### src/rtl/hazard_ctrl_if.sv
// Hazard controller port bundle: pipeline-side hazard inputs,
// freeze/flush controls and event counters.
interface hazard_ctrl_if #(
    parameter int CNT_W = 16
);
    logic             ID_EX_MemRead_in;
    logic [4:0]       ID_EX_RegisterRd_in;
    logic [4:0]       IF_ID_RegisterRs1_in;
    logic [4:0]       IF_ID_RegisterRs2_in;
    logic             Branch_taken_in;
    logic             halt_req_in;
    logic             resume_in;
    logic             PC_Write_out;
    logic             IF_ID_Write_out;
    logic             IF_ID_Flush_out;
    logic             ID_Flush_lwstall_out;
    logic             halted_out;
    logic [CNT_W-1:0] stall_cnt_out;
    logic [CNT_W-1:0] flush_cnt_out;

    modport master (
        output ID_EX_MemRead_in, ID_EX_RegisterRd_in,
        output IF_ID_RegisterRs1_in, IF_ID_RegisterRs2_in,
        output Branch_taken_in, halt_req_in, resume_in,
        input  PC_Write_out, IF_ID_Write_out, IF_ID_Flush_out,
        input  ID_Flush_lwstall_out, halted_out,
        input  stall_cnt_out, flush_cnt_out
    );

    modport slave (
        input  ID_EX_MemRead_in, ID_EX_RegisterRd_in,
        input  IF_ID_RegisterRs1_in, IF_ID_RegisterRs2_in,
        input  Branch_taken_in, halt_req_in, resume_in,
        output PC_Write_out, IF_ID_Write_out, IF_ID_Flush_out,
        output ID_Flush_lwstall_out, halted_out,
        output stall_cnt_out, flush_cnt_out
    );
endinterface

### src/rtl/hazard_ctrl.sv
// Load-use / branch hazard control with a drain-and-halt sequencer
// and saturating stall/flush event counters.
module hazard_ctrl #(
    parameter int DRAIN_CYCLES = 3,
    parameter int CNT_W        = 16
) (
    input logic         clk,
    input logic         reset,
    hazard_ctrl_if.slave hz
);
    typedef enum logic [1:0] {
        RUN,
        DRAIN,
        HALTED
    } state_t;

    localparam logic [3:0] DRAIN_LAST = 4'(DRAIN_CYCLES - 1);

    state_t           state;
    logic [3:0]       drain_cnt;
    logic [CNT_W-1:0] stall_cnt;
    logic [CNT_W-1:0] flush_cnt;
    logic             load_use;
    logic             pc_write;
    logic             ifid_write;
    logic             ifid_flush;
    logic             id_flush;
    logic             halted;

    assign load_use = hz.ID_EX_MemRead_in
                    & (hz.ID_EX_RegisterRd_in != 5'd0)
                    & ((hz.ID_EX_RegisterRd_in == hz.IF_ID_RegisterRs1_in)
                     | (hz.ID_EX_RegisterRd_in == hz.IF_ID_RegisterRs2_in));

    // Frozen pattern is the default: reset, DRAIN and HALTED all use it.
    always_comb begin
        pc_write   = 1'b0;
        ifid_write = 1'b0;
        ifid_flush = 1'b1;
        id_flush   = 1'b1;
        halted     = 1'b0;
        if (!reset) begin
            unique case (state)
                RUN: begin
                    if (load_use) begin
                        ifid_flush = 1'b0;
                    end else begin
                        pc_write   = 1'b1;
                        ifid_write = 1'b1;
                        ifid_flush = hz.Branch_taken_in;
                        id_flush   = 1'b0;
                    end
                end
                HALTED: halted = 1'b1;
                default: ;
            endcase
        end
    end

    always_ff @(posedge clk) begin
        if (reset) begin
            state     <= RUN;
            drain_cnt <= 4'd0;
            stall_cnt <= '0;
            flush_cnt <= '0;
        end else begin
            unique case (state)
                RUN: begin
                    if (load_use) begin
                        if (stall_cnt != '1)
                            stall_cnt <= stall_cnt + CNT_W'(1);
                    end else begin
                        if (hz.Branch_taken_in && flush_cnt != '1)
                            flush_cnt <= flush_cnt + CNT_W'(1);
                        // A halt waiting behind a load-use stall lands here.
                        if (hz.halt_req_in) begin
                            state     <= DRAIN;
                            drain_cnt <= 4'd0;
                        end
                    end
                end
                DRAIN: begin
                    drain_cnt <= drain_cnt + 4'd1;
                    if (drain_cnt == DRAIN_LAST)
                        state <= HALTED;
                end
                HALTED: begin
                    if (hz.resume_in)
                        state <= RUN;
                end
                default: state <= RUN;
            endcase
        end
    end

    assign hz.PC_Write_out         = pc_write;
    assign hz.IF_ID_Write_out      = ifid_write;
    assign hz.IF_ID_Flush_out      = ifid_flush;
    assign hz.ID_Flush_lwstall_out = id_flush;
    assign hz.halted_out           = halted;
    assign hz.stall_cnt_out        = stall_cnt;
    assign hz.flush_cnt_out        = flush_cnt;
endmodule

### src/flat_wrapper.sv
// flat-port wrapper written by rule: the top's interface ports become plain ports
module hazard_ctrl_flat 
#(
    parameter int DRAIN_CYCLES = 3,
    parameter int CNT_W        = 16
)
  (clk, reset, hz_ID_EX_MemRead_in, hz_ID_EX_RegisterRd_in, hz_IF_ID_RegisterRs1_in, hz_IF_ID_RegisterRs2_in, hz_Branch_taken_in, hz_halt_req_in, hz_resume_in, hz_PC_Write_out, hz_IF_ID_Write_out, hz_IF_ID_Flush_out, hz_ID_Flush_lwstall_out, hz_halted_out, hz_stall_cnt_out, hz_flush_cnt_out);
  hazard_ctrl_if #(.CNT_W(CNT_W)) hz_i ();
  input logic clk;
  input logic reset;
  input wire logic [$bits(hz_i.ID_EX_MemRead_in)-1:0] hz_ID_EX_MemRead_in;
  input wire logic [$bits(hz_i.ID_EX_RegisterRd_in)-1:0] hz_ID_EX_RegisterRd_in;
  input wire logic [$bits(hz_i.IF_ID_RegisterRs1_in)-1:0] hz_IF_ID_RegisterRs1_in;
  input wire logic [$bits(hz_i.IF_ID_RegisterRs2_in)-1:0] hz_IF_ID_RegisterRs2_in;
  input wire logic [$bits(hz_i.Branch_taken_in)-1:0] hz_Branch_taken_in;
  input wire logic [$bits(hz_i.halt_req_in)-1:0] hz_halt_req_in;
  input wire logic [$bits(hz_i.resume_in)-1:0] hz_resume_in;
  output wire logic [$bits(hz_i.PC_Write_out)-1:0] hz_PC_Write_out;
  output wire logic [$bits(hz_i.IF_ID_Write_out)-1:0] hz_IF_ID_Write_out;
  output wire logic [$bits(hz_i.IF_ID_Flush_out)-1:0] hz_IF_ID_Flush_out;
  output wire logic [$bits(hz_i.ID_Flush_lwstall_out)-1:0] hz_ID_Flush_lwstall_out;
  output wire logic [$bits(hz_i.halted_out)-1:0] hz_halted_out;
  output wire logic [$bits(hz_i.stall_cnt_out)-1:0] hz_stall_cnt_out;
  output wire logic [$bits(hz_i.flush_cnt_out)-1:0] hz_flush_cnt_out;
  assign hz_i.ID_EX_MemRead_in = hz_ID_EX_MemRead_in;
  assign hz_i.ID_EX_RegisterRd_in = hz_ID_EX_RegisterRd_in;
  assign hz_i.IF_ID_RegisterRs1_in = hz_IF_ID_RegisterRs1_in;
  assign hz_i.IF_ID_RegisterRs2_in = hz_IF_ID_RegisterRs2_in;
  assign hz_i.Branch_taken_in = hz_Branch_taken_in;
  assign hz_i.halt_req_in = hz_halt_req_in;
  assign hz_i.resume_in = hz_resume_in;
  assign hz_PC_Write_out = hz_i.PC_Write_out;
  assign hz_IF_ID_Write_out = hz_i.IF_ID_Write_out;
  assign hz_IF_ID_Flush_out = hz_i.IF_ID_Flush_out;
  assign hz_ID_Flush_lwstall_out = hz_i.ID_Flush_lwstall_out;
  assign hz_halted_out = hz_i.halted_out;
  assign hz_stall_cnt_out = hz_i.stall_cnt_out;
  assign hz_flush_cnt_out = hz_i.flush_cnt_out;
  hazard_ctrl #(.DRAIN_CYCLES(DRAIN_CYCLES), .CNT_W(CNT_W)) u_core (.clk(clk), .reset(reset), .hz(hz_i));
endmodule
### config.mk
export PLATFORM = sky130hd
export DESIGN_NAME = hazard_ctrl_flat
export DESIGN_NICKNAME = d
export VERILOG_FILES = /design/src/rtl/hazard_ctrl_if.sv /design/src/rtl/hazard_ctrl.sv /design/src/flat_wrapper.sv
export SDC_FILE = /design/constraint.sdc
export NUM_CORES = 1
export LEC_CHECK = 0
export ABC_AREA = 1
export BUFFER_PORTS_ARGS = -buffer_cell sky130_fd_sc_hd__buf_2
export CAP_MARGIN = 20
export CORE_MARGIN = 1
export CORE_UTILIZATION = 35
export CTS_CLUSTER_SIZE = 14
export DETAILED_ROUTE_END_ITERATION = 12
export HOLD_SLACK_MARGIN = 0.12
export PLACE_DENSITY = 0.63
export SYNTH_ARGS = -nofsm -noshare
export SYNTH_HDL_FRONTEND = slang
export SYNTH_SLANG_ARGS = --single-unit
### constraint.sdc
create_clock -name clk -period 5 [get_ports clk]
set_input_delay 1.5 -clock clk [delete_from_list [all_inputs] [get_ports clk]]
set_output_delay 1.5 -clock clk [all_outputs]
set_load 0.01 [all_outputs]
== After elaboration in Yosys (flattened, before gate mapping) ==
Cells that the tools add are included.

* Register bits after elaboration: 38
* Latch bits: 0
* Bits in writable memories: 0
* Bits in read-only memories: 0
* Input port bits: 21
* Output and inout bits: 37
* Word-level logic and storage cells: 49
* Memories: 0

* Add/subtract/negate cells: 3
* Multiply operators: 0
* Div/mod/pow operators: 0
* $lt $le $gt $ge: 0
* Equal/unequal tests: 11
* Shift-type cells: 0
* Muxes and demuxes: 19
* Bitwise logic cells: 4
* Reductions and logical operators: 8

{| class="wikitable"
|+ Operators by type and width
! operator !! count
|-
| 16-bit by 1-bit adder with 16-bit output, second input constant || 2
|-
| 16-bit != test, second input constant || 2
|-
| 1-bit two-way mux || 11
|-
| 5-bit equality test || 2
|-
| 3-bit AND reduction || 3
|-
| 2-bit two-way mux || 4
|-
| 4-bit two-way mux || 2
|-
| 4-bit one-hot mux with 2 select lines || 1
|-
| 2-bit != test, second input constant || 3
|-
| 2-bit one-hot mux with 3 select lines || 1
|-
| 5-bit nonzero test || 1
|-
| 4-bit by 1-bit adder with 4-bit output, second input constant || 1
|-
| 4-bit by 2-bit equality test with 1-bit output, second input constant || 1
|-
| 4-bit AND reduction || 1
|-
| 1-bit AND || 2
|-
| 2-bit by 1-bit equality test with 1-bit output, second input constant || 1
|-
| 2-bit equality test, second input constant || 1
|-
| 2-bit zero test || 1
|-
| 2-bit by 1-bit != test with 1-bit output, second input constant || 1
|-
| 2-bit nonzero test || 1
|-
| 1-bit logical AND || 1
|-
| 1-bit inverter || 1
|-
| 1-bit bitwise OR || 1
|}

== Depth between registers and ports, before layout ==
Gate-level depths: netlist (run 1).

* Word-level depth: 6
* Depth in mapped cells: 12
* Gate-level depth less buffers: 11

== Least setup slack after synthesis (run 1) ==
Ideal clock, no wire load.

* Path kind: input to output
* From: input port hz_ID_EX_RegisterRd_in[1]
* To: output port hz_PC_Write_out
* Data arrival time: 2.520 ns
* Slack: 0.980 ns
* Cell stages on the path: 9
* Path buffers: 2
* Path through: inv_1 > nand2_1 > o21ai_0 > inv_1 > nand2_2 > buf_2 > nand3_1 > inv_1 > buf_4

* Longest elaborated chain between the ends: 6
* Elaborated cells between the ends (all ways): 9

{| class="wikitable"
|+ RTL lines
! item !! line !! source
|-
| start, declared || flat_wrapper.sv:12 || <nowiki>input wire logic [$bits(hz_i.ID_EX_RegisterRd_in)-1:0] hz_ID_EX_RegisterRd_in;</nowiki>
|-
| 5-bit equality test, or another cell as far along || hazard_ctrl.sv:32 || <nowiki>& ((hz.ID_EX_RegisterRd_in == hz.IF_ID_RegisterRs1_in)</nowiki>
|-
| 1-bit bitwise OR or 1-bit AND (tied branches) || hazard_ctrl.sv:33, hazard_ctrl.sv:31 ||
|-
| 1-bit AND (*) || hazard_ctrl.sv:32 ||
|-
| 1-bit two-way mux (*) (3 in a row) || n/a ||
|-
| end, declared || flat_wrapper.sv:18 || <nowiki>output wire logic [$bits(hz_i.PC_Write_out)-1:0] hz_PC_Write_out;</nowiki>
|}

Mark *: on every way between the ends. The rest lies on a longest branch, timed or not.

== Worst setup path in the final report (run 1) ==
* From: input port hz_ID_EX_RegisterRd_in[1]
* To: output port hz_IF_ID_Write_out

* Longest elaborated chain between the ends: 6
* Elaborated cells between the ends (all ways): 9

{| class="wikitable"
|+ RTL lines
! item !! line !! source
|-
| 5-bit equality test, or another cell as far along || hazard_ctrl.sv:32 ||
|-
| 1-bit bitwise OR or 1-bit AND (tied branches) || hazard_ctrl.sv:33, hazard_ctrl.sv:31 ||
|-
| 1-bit AND (*) || hazard_ctrl.sv:32 ||
|-
| 1-bit two-way mux (*) || hazard_ctrl.sv:45 || <nowiki>if (load_use) begin</nowiki>
|-
| 1-bit two-way mux (*) || hazard_ctrl.sv:43 || <nowiki>unique case (state)</nowiki>
|-
| 1-bit two-way mux (*) || hazard_ctrl.sv:42 || <nowiki>if (!reset) begin</nowiki>
|-
| end, declared || flat_wrapper.sv:19 || <nowiki>output wire logic [$bits(hz_i.IF_ID_Write_out)-1:0] hz_IF_ID_Write_out;</nowiki>
|}

Marked as above.

==> results of run 1 <==
==> worst min-delay path, stage by stage, from the launching register on <==
cell and delay, ns:
dfxtp_1 0.33, nand2_1 0.07, a21oi_1 0.05
==> path summary, 6_finish.rpt <==
kind | end | slack [ns] | depth (start not counted)
hold / removal | u_core.drain_cnt[2]$_SDFFE_PP0P_ | 0.50 | 2
hold reg to reg | u_core.drain_cnt[2]$_SDFFE_PP0P_ | 0.50 | 2
setup / recovery | hz_IF_ID_Write_out | 1.13 | 11
setup reg to reg | u_core.hz.stall_cnt_out[2]$_SDFFE_PP0P_ | 3.08 | 8
==> Yosys cell counts, drive strengths merged <==
| cell | number | area [µm²] |
|---|---|---|
| nand2 | 105 | 407 |
| inv | 43 | 161 |
| dfxtp | 38 | 761 |
| nand3 | 38 | 220 |
| a21oi | 37 | 185 |
| nor2 | 35 | 159 |
| nand4 | 21 | 131 |
| xor2 | 17 | 149 |
| buf | 10 | 66.3 |
| nor3 | 8 | 40.0 |
| o21ai | 8 | 40.0 |
| xnor2 | 7 | 61.3 |
| clkbuf | 4 | 15.0 |
| ha | 4 | 50.1 |
| a31oi | 1 | 21.3 |
| and2 | 1 | 8.76 |
| nor3b | 1 | 7.51 |
| or2 | 1 | 6.26 |
==> layer usage <==
layer	part of all wire (%)	GRT usage (%)	vias to the layer above
met2	47	29.7	70
met5	0	0	-
met3	4.3	2.76	7
li1	-	-	1336
met1	48	21.4	1163
met4	0.92	4.39	0
==> cell families after synthesis <==
| group | count (synthesis) | synth area share, % |
|---|---|---|
| AO/OA/AOI/OAI | 46 | 9.90 |
| XOR/XNOR | 24 | 8.44 |
| adder cells (fa/ha/maj) | 4 | 2.01 |
| buffers and inverters | 57 | 9.75 |
| flip-flops | 38 | 30.6 |
| AND/OR/NAND/NOR | 210 | 39.3 |
==> power by group <==
part	total (mW)	internal (mW)	switching, mW
Sequential	0.314	0.308	0.00626
Combinational	0.0972	0.0302	0.0670
Clock	0.319	0.200	0.119
Total	0.730	0.538	0.192
==> area by class of cell <==
class / instances / area (µm²)
sequential: 38 / 761
multi-input combinational: 284 / 1490
fill: 731 / 3860
clock inverter: 3 / 68.8
inverter: 43 / 161
clock buffer: 5 / 68.8
timing repair buffer: 59 / 300
tap: 96 / 120
==> metrics by stage <==
stage / hold slack, ns / cells / util [%]
after floorplan: 0.452 / 379 / -
after global placement: 0.470 / 520 / 41.4
after detailed placement: 0.478 / 520 / 41.4
after CTS: 0.490 / 528 / 43.4
after global routing: 0.527 / 528 / 43.4
final: 0.497 / 528 / 43.4
==> flip-flops by register name, summed over array words and instances (netlist names) <==
register,cells
u_core.hz.flush_cnt_out,16
u_core.hz.stall_cnt_out,16
u_core.state,2
u_core.drain_cnt,4
==> flow_metrics.env, run 1 <==
export IMPL_core_um2=6830
export IMPL_status="finished clean"
export IMPL_finalWeightedCongestion=0.869
export IMPL_drive_gt1_share_pct=19.4
export IMPL_final_setup_worst_slack_ns=1.13
export IMPL_worst_path_max_fanout=3
export IMPL_slew_headroom_pct=64.3
export IMPL_area_delta_synth_final_pct=19.1
export IMPL_critPathBufInv=4
export IMPL_period_share_pct=77.4
export IMPL_cts_root_buffer="clkbuf_8"
export IMPL_dieArea_um2=7460
export IMPL_crit_top_cell="nand2_1"
export IMPL_vias_per_cell=4.88
export IMPL_path_cells="buf_2 > inv_1 > nand2_1 > nand2_1 > nor2_1 > nand3_1 > nand2_1 > nand2_2 > nand3_1 > inv_1 > buf_2"
export IMPL_p_leak_nw=1.26
export IMPL_htreeDepth=2
export IMPL_slew_violations=0
export IMPL_hold_class="flop to flop"
export IMPL_drc=0
export IMPL_overflow=0
export IMPL_holdBufCountCts=0
export IMPL_dp_hpwl_um=4370
export IMPL_routed_wl_um=6010
export IMPL_final_common_cell="nand2_1"
export IMPL_grt_pass1_wl_um=10300
export IMPL_fin_crit_ns=3.87
export IMPL_fmax_mhz=258
export IMPL_clock_latency_ns=0.30
export IMPL_tns_ns=0
export IMPL_path_clk_slew_ns=0.08
export IMPL_cts_setup_buffers=0
export IMPL_wire_per_inst_um=11.4
export IMPL_start_kind="input port"
export IMPL_ys_ff_latch=38
export IMPL_cts_sinks=38
export IMPL_fp_dieW_um=86.3
export IMPL_setup_viol=0
export IMPL_grt_usage_pct=16.9
export IMPL_cts_resized=0
export IMPL_vias=2576
export IMPL_dp_slack_ns=1.11
export IMPL_cellPowerDensity_nw_per_um2=246
export IMPL_arrival_ns=2.37
export IMPL_cpMaxStageDelayCell="buf_2"
export IMPL_diodes=0
export IMPL_mostFrequentLayoutCells="nand2_1 (102), buf_2 (57), inv_1 (40)"
export IMPL_dpl_cell_area_um2=2830
export IMPL_syn_area_per_cell_um2=6.57
export IMPL_start_util_pct=36.4
export IMPL_io_pins=58
export IMPL_finalInstanceArea_um2=2970
export IMPL_grt_pass1_vias=2319
export IMPL_yosysUniqueCellTypes=29
export IMPL_max_cap_viol_count=0
export IMPL_cp_required_ns=3.50
export IMPL_p_total_mw=0.730
export IMPL_drt_iter0_markers=157
export IMPL_fp_dieH_um=86.3
export IMPL_cts_buffer_depth=2
export IMPL_skew_ns=0.0117
export IMPL_rsz0062_at_grt="false"
export IMPL_cts_tree="yes"
export IMPL_grt_start_max_net_pins=21
export IMPL_yosys_warnings=0
export IMPL_cts_buffers=5
export IMPL_min_from="u_core.drain_cnt[2]$_SDFFE_PP0P_"
export IMPL_hold_violations=0
export IMPL_peakVddDrop_mv=0.107
export IMPL_antenna_left=0
export IMPL_cp_startpoint="hz_ID_EX_RegisterRd_in[1]"
export IMPL_firstDrtPassIters=4
export IMPL_r2r_start="u_core.hz.stall_cnt_out[0]$_SDFFE_PP0P_"
export IMPL_io_buffer_count=57
export IMPL_worstMarginPinSlew_ns=0.536
export IMPL_worstSetupPathType="input port to output port"
export IMPL_syn_nets=404
export IMPL_synthesis_area_um2=2490
export IMPL_rows=30
export IMPL_synthCells=379
export IMPL_slowest_delay_ns=0.13
export IMPL_seq_area_frac_synth_pct=30.6
export IMPL_antenna_found_initial=0
export IMPL_worstSetupEndpointType="output port"
export IMPL_fin_nets=456
export IMPL_cp_top_family="simple AND/OR/NAND/NOR gates"
Note: power is estimated with default switching activity, not from simulation.
==> inputs of run 2 (changes only) <==
- clock period: 5 -> 3.7 ns (I/O delays scaled with it)
==> run 2 against run 1 <==
  * Non-clock buffer count stayed put
  * Clock skew is 0.00090 ns lower
  * Register-to-register slack worse by 1.3 ns
  * First-iteration DRC count is 13% higher
  * Sequential cell count stayed put
  * Largest cell class unchanged
  * Largest power group unchanged
==> flow_metrics.env, run 2 (synthesis results as in run 1) <==
export IMPL_status="finished clean"
export IMPL_p_int_mw=0.727
export IMPL_cts_root_buffer="clkbuf_8"
export IMPL_dp_slack_ns=0.577
export IMPL_worst_path_max_fanout=3
export IMPL_r2r_end="u_core.hz.stall_cnt_out[2]$_SDFFE_PP0P_"
export IMPL_busiest_layer="met2"
export IMPL_nFillCells=762
export IMPL_hold_violations=0
export IMPL_final_common_cell="nand2_1"
export IMPL_setup_viol=0
export IMPL_rows=30
export IMPL_cellPowerDensity_nw_per_um2=334
export IMPL_area_delta_synth_final_pct=19.1
export IMPL_grt_pass1_wl_um=10600
export IMPL_worstSetupPathType="input port to output port"
export IMPL_start_kind="input port"
export IMPL_io_buffer_count=57
export IMPL_r2r_cells=8
export IMPL_hold_class="flop to flop"
export IMPL_rsz0062_at_grt="false"
export IMPL_drive_gt1_share_pct=19.4
export IMPL_max_cap_viol_count=0
export IMPL_fin_nets=456
export IMPL_min_from="u_core.drain_cnt[2]$_SDFFE_PP0P_"
export IMPL_diodes=0
export IMPL_start_util_pct=36.4
export IMPL_switching_share_pct=26.7
export IMPL_power_switching_mw=0.265
export IMPL_pwr_share_clk_pct=43.9
export IMPL_clock_latency_ns=0.30
export IMPL_path_clk_slew_ns=0.08
export IMPL_use_met2_pct=29.2
export IMPL_cts_sinks=38
export IMPL_period_share_pct=83.9
export IMPL_antenna_found_initial=0
export IMPL_cts_tree="yes"
export IMPL_mostFrequentLayoutCells="nand2_1 (102), buf_2 (57), inv_1 (40)"
export IMPL_overflow=0
export IMPL_dieArea_um2=7460
export IMPL_htreeDepth=2
export IMPL_reg2reg_slack_ns=1.77
export IMPL_grt_start_max_net_pins=34
export IMPL_drc=0
export IMPL_worstSetupEndpointType="output port"
export IMPL_p_leak_nw=1.26
export IMPL_vias=2581
export IMPL_cp_required_ns=2.59
export IMPL_peakVddDrop_mv=0.248
export IMPL_routed_wl_um=6240
export IMPL_r2r_start="u_core.hz.stall_cnt_out[0]$_SDFFE_PP0P_"
export IMPL_slew_violations=0
export IMPL_combPwrFrac_pct=13.3
export IMPL_met3_usage_pct=3.52
export IMPL_tns_ns=0
export IMPL_drt_iter0_markers=178
export IMPL_worstMarginPinSlew_ns=0.534
export IMPL_cts_buffer_depth=2
export IMPL_fp_dieH_um=86.3
export IMPL_cts_resized=0
export IMPL_holdBufCountCts=0
export IMPL_finalWeightedCongestion=0.915
export IMPL_slew_headroom_pct=64.4
export IMPL_fin_crit_ns=3.11
export IMPL_firstDrtPassIters=4
export IMPL_fp_dieW_um=86.3
export IMPL_arrival_ns=2.00
export IMPL_met1_usage_pct=22.5
export IMPL_skew_ns=0.0108
export IMPL_cts_buffers=5
export IMPL_cts_setup_buffers=0
export IMPL_final_setup_worst_slack_ns=0.594
export IMPL_vias_per_cell=4.89
export IMPL_grt_pass1_vias=2349
export IMPL_antenna_left=0
export IMPL_dp_hpwl_um=4430
export IMPL_min_path_cells=2
export IMPL_min_to="u_core.drain_cnt[2]$_SDFFE_PP0P_"
export IMPL_pwr_share_seq_pct=42.8
export IMPL_wire_per_inst_um=11.8
export IMPL_fmax_mhz=322
export IMPL_core_um2=6830
export IMPL_grt_usage_pct=17.4
export IMPL_io_pins=58
## run 2: final cells by class
cell class	instances	area, µm²	share of cell area, %
Multi-Input combinational cell	284	1490	50.1
Tap cell	96	120	4.05
Clock inverter	3	68.8	2.32
Inverter	43	161	5.44
Sequential cell	38	761	25.6
Timing Repair Buffer	59	300	10.1
Clock buffer	5	68.8	2.32
## run 2: critical path, cell delays in order
cell,delay (ns)
buf_2,0.11
inv_2,0.04
nand2_1,0.04
nand2_1,0.05
nor2_1,0.12
nand3_1,0.08
nand2_1,0.08
nand2_2,0.08
nand3_1,0.09
inv_1,0.05
buf_2,0.13
## run 2: metrics by stage
| step | total power [mW] | instance area (µm²) | instances | utilization, % | hold slack [ns] |
|---|---|---|---|---|---|
| after global placement | 0.565 | 2830 | 520 | 41.4 | 0.468 |
| after floorplan | 0.530 | 2490 | 379 | - | 0.452 |
| after global routing | 1.04 | 2970 | 528 | 43.4 | 0.524 |
| final | 0.992 | 2970 | 528 | 43.4 | 0.491 |
| after detailed placement | 0.567 | 2830 | 520 | 41.4 | 0.478 |
| after CTS | 0.998 | 2970 | 528 | 43.4 | 0.491 |
## run 2: metal layers
| metal | vias to the layer above | routed length (µm) | part of all wire, % |
|---|---|---|---|
| met4 | 0 | 89 | 1.4 |
| met1 | 1183 | 2990 | 48 |
| li1 | 1335 | - | - |
| met2 | 53 | 2890 | 46 |
| met5 | - | 0 | 0 |
| met3 | 10 | 271 | 4.3 |
## run 2: power by group through the flow
stage / logic (mW) / clock network (mW) / registers (mW)
6_report: 0.132 / 0.436 / 0.425
5_1_grt: 0.149 / 0.461 / 0.426
4_1_cts: 0.133 / 0.441 / 0.425
3_5_place_dp: 0.133 / 0 / 0.434
3_3_place_gp: 0.132 / 0 / 0.434
2_1_floorplan: 0.0968 / 0 / 0.434
## run 2: worst max path at each step
stage,to,slack [ns],startpoint
4_1_cts,hz_IF_ID_Write_out,0.57,hz_ID_EX_RegisterRd_in[4]
6_report,hz_IF_ID_Write_out,0.59,hz_ID_EX_RegisterRd_in[4]
5_1_grt,hz_IF_ID_Write_out,0.41,hz_ID_EX_RegisterRd_in[1]
3_3_place_gp,hz_IF_ID_Flush_out,0.60,hz_ID_EX_RegisterRd_in[4]
2_1_floorplan,hz_PC_Write_out,0.46,hz_ID_EX_RegisterRd_in[1]
3_5_place_dp,hz_IF_ID_Write_out,0.58,hz_ID_EX_RegisterRd_in[4]
==> inputs of run 3 (changes only) <==
- clock period: 3.7 -> 2.9 ns (I/O delays scaled with it)
==> run 3 against run 2 <==
  * Die area is the same
  * Register-to-register slack got worse by 0.78 ns
  * Via count fell by 0.74%
  * First-iteration DRC count is 37% lower
  * Critical endpoint unchanged
  * Largest power group unchanged
==> flow_metrics.env, run 3 (synthesis results as in run 1) <==
export IMPL_holdBufCountCts=0
export IMPL_r2r_cells=8
export IMPL_grt_start_max_net_pins=34
export IMPL_arrival_ns=1.76
export IMPL_min_path_cells=2
export IMPL_start_kind="input port"
export IMPL_final_setup_worst_slack_ns=0.270
export IMPL_core_um2=6830
export IMPL_grt_pass1_wl_um=10500
export IMPL_vias_per_cell=4.84
export IMPL_start_util_pct=36.4
export IMPL_period_share_pct=90.7
export IMPL_hold_violations=0
export IMPL_area_delta_synth_final_pct=19.4
export IMPL_drt_iter0_markers=112
export IMPL_tns_ns=0
export IMPL_path_clk_slew_ns=0.08
export IMPL_p_leak_nw=1.27
export IMPL_dp_hpwl_um=4390
export IMPL_nFillCells=764
export IMPL_fin_nets=457
export IMPL_dp_slack_ns=0.245
export IMPL_io_pins=58
export IMPL_cp_required_ns=2.03
export IMPL_p_int_mw=0.929
export IMPL_grt_usage_pct=17.3
export IMPL_cpMaxStageDelayCell="nor2_1"
export IMPL_mostFrequentLayoutCells="nand2_1 (102), buf_2 (57), inv_1 (40)"
export IMPL_worstSetupEndpointType="output port"
export IMPL_cellPowerDensity_nw_per_um2=425
export IMPL_hold_worst_slack_ns=0.499
export IMPL_pwr_share_seq_pct=42.8
export IMPL_cp_num_cells=10
export IMPL_worstMarginPinSlew_ns=0.517
export IMPL_rows=30
export IMPL_rsz0062_at_grt="false"
export IMPL_wire_per_inst_um=11.5
export IMPL_firstDrtPassIters=4
export IMPL_skew_ns=0.0163
export IMPL_antenna_found_initial=0
export IMPL_slew_headroom_pct=65.5
export IMPL_worst_path_max_fanout=4
export IMPL_hold_class="flop to flop"
export IMPL_routed_wl_um=6090
export IMPL_cts_setup_buffers=0
export IMPL_clock_latency_ns=0.30
export IMPL_fp_dieW_um=86.3
export IMPL_max_cap_viol_count=0
export IMPL_fin_crit_ns=2.63
export IMPL_slowest_delay_ns=0.13
export IMPL_cp_top_family="simple AND/OR/NAND/NOR gates"
export IMPL_cts_root_buffer="clkbuf_8"
export IMPL_overflow=0
export IMPL_drc=0
export IMPL_status="finished clean"
export IMPL_finalWeightedCongestion=0.932
export IMPL_worstSetupPathType="input port to output port"
export IMPL_antenna_left=0
export IMPL_fp_dieH_um=86.3
export IMPL_combPwrFrac_pct=13.2
export IMPL_crit_top_cell="nor2_1"
export IMPL_final_common_cell="nand2_1"
export IMPL_cts_sinks=38
export IMPL_slew_violations=0
export IMPL_switching_share_pct=26.6
export IMPL_cts_resized=0
export IMPL_setup_viol=0
export IMPL_fmax_mhz=380
export IMPL_cts_buffer_depth=2
export IMPL_cts_buffers=5
export IMPL_power_switching_mw=0.336
export IMPL_cts_tree="yes"
export IMPL_drive_gt1_share_pct=19.6
export IMPL_htreeDepth=2
export IMPL_pwr_share_clk_pct=44.0
export IMPL_diodes=0
export IMPL_critPathBufInv=3
export IMPL_dieArea_um2=7460
export IMPL_peakVddDrop_mv=0.258
export IMPL_io_buffer_count=57
export IMPL_grt_pass1_vias=2342
export IMPL_path_cells="buf_2 > nor2_1 > nor2_1 > nor2_1 > nand3_1 > nand2_1 > nand2_2 > nand3_1 > inv_1 > buf_2"
export IMPL_vias=2562
[run 3: cell types whose count changed in the layout (fill, tap and decap cells not counted), sizes merged]
| cell | previous run | this run |
|---|---|---|
| buf | 59 | 60 |
[run 3: per-stage QoR]
step / total power, mW / std cells / cell area (µm²) / util (%)
finish: 1.27 / 529 / 2970 / 43.5
global route: 1.32 / 529 / 2970 / 43.5
floorplan: 0.677 / 379 / 2490 / -
CTS: 1.27 / 529 / 2970 / 43.5
detailed placement: 0.723 / 521 / 2840 / 41.5
global placement: 0.723 / 521 / 2840 / 41.5
[run 3: routing by layer]
layer / share of wire [%] / track usage, %
met3: 3.2 / 3.05
met5: 0 / 0
met2: 48 / 28.9
met4: 1.0 / 4.85
met1: 47 / 22.8
[run 3: final timing paths]
| check | from | endpoint | slack, ns |
|---|---|---|---|
| worst max register to register | u_core.hz.stall_cnt_out[0]$_SDFFE_PP0P_ | u_core.hz.stall_cnt_out[12]$_SDFFE_PP0P_ | 0.99 |
| worst min register to register | u_core.hz.stall_cnt_out[13]$_SDFFE_PP0P_ | u_core.hz.stall_cnt_out[13]$_SDFFE_PP0P_ | 0.50 |
| worst min-delay path | u_core.hz.stall_cnt_out[13]$_SDFFE_PP0P_ | u_core.hz.stall_cnt_out[13]$_SDFFE_PP0P_ | 0.50 |
| worst max-delay path | hz_ID_EX_RegisterRd_in[0] | hz_IF_ID_Write_out | 0.27 |
[run 3: power groups by stage]
stage                     logic (mW)  clock network, mW  registers [mW]
after global routing           0.190              0.588           0.544
final                          0.167              0.556           0.542
after global placement         0.169                  0           0.554
after detailed placement       0.168                  0           0.554
after floorplan                0.124                  0           0.553
after CTS                      0.169              0.564           0.542
[run 3: final cells by class]
class / instances / area (µm²) / area share [%]
Clock inverter: 3 / 68.8 / 2.31
Multi-Input combinational cell: 284 / 1490 / 50.0
Clock buffer: 5 / 68.8 / 2.31
Timing Repair Buffer: 60 / 308 / 10.3
Sequential cell: 38 / 761 / 25.6
Inverter: 43 / 161 / 5.43
Tap cell: 96 / 120 / 4.04
[run 3: tightest hold or removal path: cells and delay by family, from the launching register on]
kind,cells,cell delay [ns]
flops,1,0.34
simple gates,1,0.07
compound gates,1,0.05
